===== src/rtl/cas_pkg.sv =====
// Shared types and constants for the cassette tape streamer.
package cas_pkg;

    // Play-side state machine encoding.
    typedef enum logic [2:0] {
        ST_IDLE,
        ST_LOAD,
        ST_HIGH,
        ST_LOW,
        ST_EOT
    } play_state_t;

    // Default half-period lengths in q_tick pulses (1200 Hz / 2400 Hz tones).
    localparam int HALF0_DEF = 373;
    localparam int HALF1_DEF = 186;

    // Width of the half-period counter.
    localparam int CNT_W = 16;

endpackage


===== src/rtl/cas_fetch.sv =====
// Byte fetch engine: one-deep prefetch buffer, fixed-latency read pipe and
// the tape position counter. At most one read is ever in flight.
module cas_fetch #(
    parameter int ADDR_W  = 16,
    parameter int MEM_LAT = 1
) (
    input  logic              clk,
    input  logic              reset_n,
    input  logic              rewind,
    input  logic              take,
    input  logic [ADDR_W-1:0] tape_len,
    input  logic [7:0]        mem_data,
    output logic [ADDR_W-1:0] mem_addr,
    output logic              mem_rd,
    output logic [ADDR_W-1:0] pos,
    output logic              buf_valid,
    output logic [7:0]        buf_data,
    output logic              pending
);

    // lat_pipe[k] is high k+1 cycles after the read strobe.
    logic [MEM_LAT-1:0] lat_pipe;
    logic [MEM_LAT:0]   lat_next;
    logic               capture;
    logic               issue;

    assign lat_next = {lat_pipe, mem_rd};
    assign capture  = lat_pipe[MEM_LAT-1];
    assign pending  = mem_rd | (|lat_pipe);
    assign issue    = !buf_valid && !pending && !rewind && (pos < tape_len);

    // Issue reads, track the in-flight read and capture its data; rewind drops
    // any read in flight so a late return can never land in the buffer.
    always_ff @(posedge clk or negedge reset_n) begin
        if (!reset_n) begin
            mem_rd    <= 1'b0;
            mem_addr  <= '0;
            lat_pipe  <= '0;
            pos       <= '0;
            buf_valid <= 1'b0;
            buf_data  <= '0;
        end else if (rewind) begin
            mem_rd    <= 1'b0;
            lat_pipe  <= '0;
            pos       <= '0;
            buf_valid <= 1'b0;
        end else begin
            mem_rd   <= issue;
            lat_pipe <= lat_next[MEM_LAT-1:0];
            if (issue) begin
                mem_addr <= pos;
            end
            if (capture) begin
                buf_data  <= mem_data;
                buf_valid <= 1'b1;
                // tape_len may have shrunk while the read was in flight
                if (pos < tape_len) begin
                    pos <= pos + 1'b1;
                end
            end else if (take) begin
                buf_valid <= 1'b0;
            end
        end
    end

endmodule


===== src/rtl/cas_streamer.sv =====
// Cassette tape streamer: fetches tape bytes from memory and plays them out
// LSB first as an FSK bit stream (one cycle of 1200 Hz for a 0, 2400 Hz for a 1).
module cas_streamer
    import cas_pkg::*;
#(
    parameter int ADDR_W  = 16,
    parameter int MEM_LAT = 1,
    parameter int HALF0   = HALF0_DEF,
    parameter int HALF1   = HALF1_DEF
) (
    input  logic              clk,
    input  logic              reset_n,
    input  logic              q_tick,
    input  logic              motor,
    input  logic              rewind,
    input  logic [ADDR_W-1:0] tape_len,
    output logic [ADDR_W-1:0] mem_addr,
    output logic              mem_rd,
    input  logic [7:0]        mem_data,
    output logic              data_out,
    output logic              eot,
    output logic              underrun,
    output logic [ADDR_W-1:0] pos
);

    localparam logic [CNT_W-1:0] LAST0 = CNT_W'(HALF0 - 1);
    localparam logic [CNT_W-1:0] LAST1 = CNT_W'(HALF1 - 1);

    logic [1:0]       rst_sync;
    logic             rst_int_n;
    play_state_t      state;
    logic [7:0]       shift;
    logic [2:0]       bit_idx;
    logic [CNT_W-1:0] cnt;
    logic             drive_hi;
    logic             buf_valid;
    logic [7:0]       buf_data;
    logic             pending;
    logic             adv;
    logic             take;
    logic             half_done;
    logic             end_of_data;

    // Reset asserts immediately but releases only after two clk edges.
    always_ff @(posedge clk or negedge reset_n) begin
        if (!reset_n) begin
            rst_sync <= 2'b00;
        end else begin
            rst_sync <= {rst_sync[0], 1'b1};
        end
    end

    assign rst_int_n = rst_sync[1];

    cas_fetch #(
        .ADDR_W  (ADDR_W),
        .MEM_LAT (MEM_LAT)
    ) u_fetch (
        .clk       (clk),
        .reset_n   (rst_int_n),
        .rewind    (rewind),
        .take      (take),
        .tape_len  (tape_len),
        .mem_data  (mem_data),
        .mem_addr  (mem_addr),
        .mem_rd    (mem_rd),
        .pos       (pos),
        .buf_valid (buf_valid),
        .buf_data  (buf_data),
        .pending   (pending)
    );

    assign adv         = q_tick && motor;
    assign take        = adv && !rewind && (state == ST_LOAD) && buf_valid;
    assign half_done   = (cnt == (shift[0] ? LAST1 : LAST0));
    assign end_of_data = (pos >= tape_len) && !pending && !buf_valid;
    // Dropping the motor silences the output at once, not at the next edge.
    assign data_out    = drive_hi && motor;

    // Play state machine; every step is gated by q_tick with the motor running.
    always_ff @(posedge clk or negedge rst_int_n) begin
        if (!rst_int_n) begin
            state    <= ST_IDLE;
            shift    <= '0;
            bit_idx  <= '0;
            cnt      <= '0;
            drive_hi <= 1'b0;
            eot      <= 1'b0;
            underrun <= 1'b0;
        end else if (rewind) begin
            state    <= ST_IDLE;
            bit_idx  <= '0;
            cnt      <= '0;
            drive_hi <= 1'b0;
            eot      <= 1'b0;
            underrun <= 1'b0;
        end else if (adv) begin
            case (state)
                ST_IDLE: begin
                    if (end_of_data) begin
                        state <= ST_EOT;
                        eot   <= 1'b1;
                    end else begin
                        state <= ST_LOAD;
                    end
                end
                ST_LOAD: begin
                    // Wait here for the very first byte after start/rewind
                    if (buf_valid) begin
                        shift    <= buf_data;
                        bit_idx  <= '0;
                        cnt      <= '0;
                        drive_hi <= 1'b1;
                        state    <= ST_HIGH;
                    end else if (end_of_data) begin
                        state <= ST_EOT;
                        eot   <= 1'b1;
                    end
                end
                ST_HIGH: begin
                    if (half_done) begin
                        cnt      <= '0;
                        drive_hi <= 1'b0;
                        state    <= ST_LOW;
                    end else begin
                        cnt <= cnt + 1'b1;
                    end
                end
                ST_LOW: begin
                    if (!half_done) begin
                        cnt <= cnt + 1'b1;
                    end else if (bit_idx != 3'd7) begin
                        shift    <= shift >> 1;
                        bit_idx  <= bit_idx + 3'd1;
                        cnt      <= '0;
                        drive_hi <= 1'b1;
                        state    <= ST_HIGH;
                    end else if (buf_valid) begin
                        state <= ST_LOAD;
                    end else if (end_of_data) begin
                        state <= ST_EOT;
                        eot   <= 1'b1;
                    end else begin
                        // Next byte still in flight: hold low, cnt stays on last
                        underrun <= 1'b1;
                    end
                end
                ST_EOT: begin
                    state <= ST_EOT;
                end
                default: begin
                    state <= ST_IDLE;
                end
            endcase
        end
    end

endmodule

===== config.mk =====
export PLATFORM = sky130hd
export DESIGN_NAME = cas_streamer
export DESIGN_NICKNAME = d
export VERILOG_FILES = /design/src/rtl/cas_pkg.sv /design/src/rtl/cas_fetch.sv /design/src/rtl/cas_streamer.sv
export SDC_FILE = /design/constraint.sdc
export NUM_CORES = 1
export LEC_CHECK = 0
export BUFFER_PORTS_ARGS = -buffer_cell sky130_fd_sc_hd__buf_2
export CAP_MARGIN = 20
export CORE_MARGIN = 2
export CORE_UTILIZATION = 40
export CTS_CLUSTER_SIZE = 28
export DETAILED_ROUTE_END_ITERATION = 12
export PLACE_DENSITY = 0.67
export SYNTH_ARGS = -nofsm -noshare
export SYNTH_HDL_FRONTEND = slang
export SYNTH_HIERARCHICAL = 1
export SYNTH_SLANG_ARGS = --single-unit

===== constraint.sdc =====
create_clock -name clk -period 3.2 [get_ports clk]
set_clock_uncertainty 0.05 [all_clocks]
set_input_delay 0.8 -clock clk [delete_from_list [all_inputs] [get_ports clk]]
set_output_delay 0.8 -clock clk [all_outputs]
set_load 0.03 [all_outputs]

==> results.sh <==
export IMPL_cts_tree="yes"
export IMPL_initial_utilization_pct=40.6
export IMPL_p_total_uw=2560
export IMPL_drc=0
export IMPL_fp_dieW_um=114
export IMPL_synth_top_family_by_area="simple AND/OR/NAND/NOR gates"
export IMPL_yosysMostFrequentCell="dfrtp_1"
export IMPL_critPathLaunch="tape_len[9]"
export IMPL_synth_edf_count=0
export IMPL_nets=618
export IMPL_worstSetupEndpointType="flip-flop"
export IMPL_synth_compound_area_share_pct=16.1
export IMPL_yosys_top_cells_count="78 x dfrtp_1, 48 x inv_1, 35 x ha_1"
export IMPL_htree_levels=3
export IMPL_path_clk_slew_ns=0.06
export IMPL_placedCellCount=689
export IMPL_setup_viol=0
export IMPL_min_path_type="reg -> async"
export IMPL_vias=3966
export IMPL_cp_arrival_ns=2.83
export IMPL_wirelength_um=11100
export IMPL_fin_setup_tns_ns=0
export IMPL_drive_gt1_share_pct=25.8
export IMPL_grt_overflow_total=0
export IMPL_io_buffers=64
export IMPL_worstSetupPathType="in -> reg"
export IMPL_ys_types=70
export IMPL_worst_setup_path_start_kind="input pin"
export IMPL_grt_usage_pct=18.1
export IMPL_num_io_pins=65
export IMPL_cap_viol_max_count=0
export IMPL_hpwlAfterDp_um=8100
export IMPL_cp_max_fo=16
export IMPL_cts_buffers=9
export IMPL_cts_root_buffer="clkbuf_16"
export IMPL_rows=40
export IMPL_viasPerCell=5.63
export IMPL_worstReg2RegStart="u_fetch/pos[9]$_DFFE_PN0P_"
export IMPL_grt_pass1_wl_um=18700
export IMPL_first_pass_iters=4
export IMPL_fin_crit_sh_pct=81.8
export IMPL_core_area_mm2=0.0119
export IMPL_crit_required_ns=3.42
export IMPL_yosys_warnings=6
export IMPL_synthCells=486
export IMPL_endpoint="u_fetch/pos[10]$_DFFE_PN0P_"
export IMPL_worstPathCellList="buf_2 > inv_1 > ha_1 > a211oi_1 > nor3_1 > nor2_1 > nand4_2 > buf_4 > or4_1 > a21oi_1"
export IMPL_synthArstFlopShare_pct=100
export IMPL_ir_worst_vdd_mv=0.184
export IMPL_postRouteAntennaNets=0
export IMPL_rsz0062_at_grt="false"
export IMPL_finalNonFillerCells=705
export IMPL_hold_buffers=0
export IMPL_yosysSeqAreaShare_pct=40.3
export IMPL_clock_fmax_mhz=382
export IMPL_cts_max_path_buffers=2
export IMPL_area_growth_synth_to_final_pct=16.8
export IMPL_ctsResizeCount=0
export IMPL_die_h_um=114
export IMPL_syn_area_mm2=0.00484
export IMPL_slowest_delay_ns=0.41
export IMPL_leakage_uw=0.00275
export IMPL_synth_xor_area_share_pct=0.362
export IMPL_hold_viol_final=0
export IMPL_drt_initial_drc_count=184
export IMPL_layout_min_cycle_time_ns=2.62
export IMPL_gp_congestion=0.852
export IMPL_synth_area_per_cell_um2=9.96
export IMPL_worst_pin_slew_ns=0.821
export IMPL_synth_area_top_cells="dfrtp_1 40%, ha_1 9.0%, mux2_2 5.8%, inv_1 3.7%, a21oi_1 3.5%"
export IMPL_post_cts_buffers=0
export IMPL_fillCellCount=1134
export IMPL_diodes=0
export IMPL_synth_mux_area_share_pct=9.80
export IMPL_synth_top_area_cell="dfrtp_1"
export IMPL_status="complete, no violations"
export IMPL_die_area_mm2=0.0130
export IMPL_syn_nets=550
export IMPL_antenna_found_initial=0
export IMPL_ys_ff_latch=78
export IMPL_r2r_end="u_fetch/pos[10]$_DFFE_PN0P_"
export IMPL_grt_start_max_net_pins=77
export IMPL_power_density_mw_per_mm2=453
export IMPL_synth_top_cell_area_share_pct=40.3
export IMPL_synthAdderAreaFrac_pct=9.05
export IMPL_clock_insertion_delay_worst_skew_ns=0.34
export IMPL_cpMaxStageDelayCell="or4_1"
export IMPL_ys_flop_type="dfrtp_1"
export IMPL_regToRegSetupSlack_ns=0.66
export IMPL_grt_pass1_vias=3841
export IMPL_post_route_util_pct=47.5
export IMPL_wl_per_cell_um=15.7
export IMPL_reg2regPathDepth=8
export IMPL_slew_violations=0
export IMPL_clock_sinks=78
export IMPL_yosys_area_share_simple_pct=18.8
export IMPL_slew_headroom_pct=45.1
==> metal layers <==
layer / up-vias / share of wire (%) / GRT usage (%)
li1: 1924 / - / -
met1: 1928 / 46 / 23.9
met2: 96 / 48 / 29.6
met3: 18 / 3.6 / 3.24
met4: 0 / 1.9 / 7.07
met5: - / 0 / 0
==> worst min-delay path by stage <==
stage / from / endpoint / slack [ns] / cells after the start
4_1_cts: reset_n / rst_sync[1]$_DFF_PN0_ / 0.17 / 1
3_3_place_gp: rst_sync[0]$_DFF_PN0_ / rst_sync[1]$_DFF_PN0_ / 0.29 / 0
6_report: rst_sync[1]$_DFF_PN0_ / u_fetch/mem_addr[13]$_DFFE_PN0P_ / 0.14 / 0
2_1_floorplan: rst_sync[0]$_DFF_PN0_ / rst_sync[1]$_DFF_PN0_ / 0.28 / 0
3_5_place_dp: rst_sync[0]$_DFF_PN0_ / rst_sync[1]$_DFF_PN0_ / 0.29 / 0
5_1_grt: rst_sync[1]$_DFF_PN0_ / u_fetch/mem_addr[0]$_DFFE_PN0P_ / 0.16 / 0
==> state kept, by name (all words and copies together), names as in the netlist, 2 cells and up <==
signal / count
bit_idx: 3
rst_sync: 2
u_fetch/pos: 16
shift: 8
u_fetch/mem_addr: 16
state: 3
cnt: 16
u_fetch/buf_data: 8
==> logic make-up (layout without fill, tap and decap cells) <==
family / Yosys count / in the layout
compound gates: 115 / 115
xor+xnor: 2 / 2
fa+ha+maj: 35 / 35
buf+inv: 65 / 137
flops: 78 / 78
mux: 40 / 40
other cells: 1 / 1
simple gates: 150 / 150
==> layout make-up <==
| class | count | area, µm² | share of cell area (%) |
|---|---|---|---|
| clock buffer | 10 | 239 | 4.23 |
| clock inverter | 5 | 58.8 | 1.04 |
| inverter | 49 | 184 | 3.25 |
| multi-input combinational | 343 | 2620 | 46.4 |
| sequential | 78 | 1960 | 34.6 |
| tap | 147 | 184 | 3.25 |
| timing repair buffer | 73 | 408 | 7.22 |
==> power breakdown <==
part,leakage (µW),internal (µW),switching [µW]
clock network,0.000141,622,414
registers,0.00106,1060,66.2
logic,0.00156,183,223
total,0.00275,1860,702
==> metrics by stage <==
| step | worst slack (ns) | hold slack (ns) | area (µm²) |
|---|---|---|---|
| floorplan | 0.516 | 0.281 | 4840 |
| global placement | 0.323 | 0.286 | 5330 |
| detailed placement | 0.220 | 0.286 | 5330 |
| CTS | 0.589 | 0.175 | 5630 |
| global route | 0.370 | 0.160 | 5650 |
| finish | 0.583 | 0.136 | 5650 |
==> worst max-delay path: cells and delay by family <==
family	cells	cell delay [ns]
AO/OA/AOI/OAI	2	0.39
adder cells (fa/ha/maj)	1	0.30
buffers and inverters	3	0.39
AND/OR/NAND/NOR	4	0.94
==> cell usage in the layout, fill, tap and decap left out, drive strengths merged, types with 2 or more instances in the layout <==
master,n
dfrtp,78
buf,73
inv,50
mux2,38
ha,35
a21oi,35
nand2,33
o21ai,33
or3,18
nand3,16
nand4,12
nor2,11
clkbuf,10
nor4,10
or4,9
nor3,8
and2,7
o211ai,7
a21o,6
nor2b,5
o31ai,5
a22o,4
and4,4
nand2b,4
nor3b,3
and3,3
a211oi,3
a2111oi,3
a31oi,2
xor2,2
mux2i,2
a41o,2
o22ai,2
clkinvlp,2
or2,2
and4bb,2
nand3b,2
No activity file was read; power rests on OpenSTA's default activity.
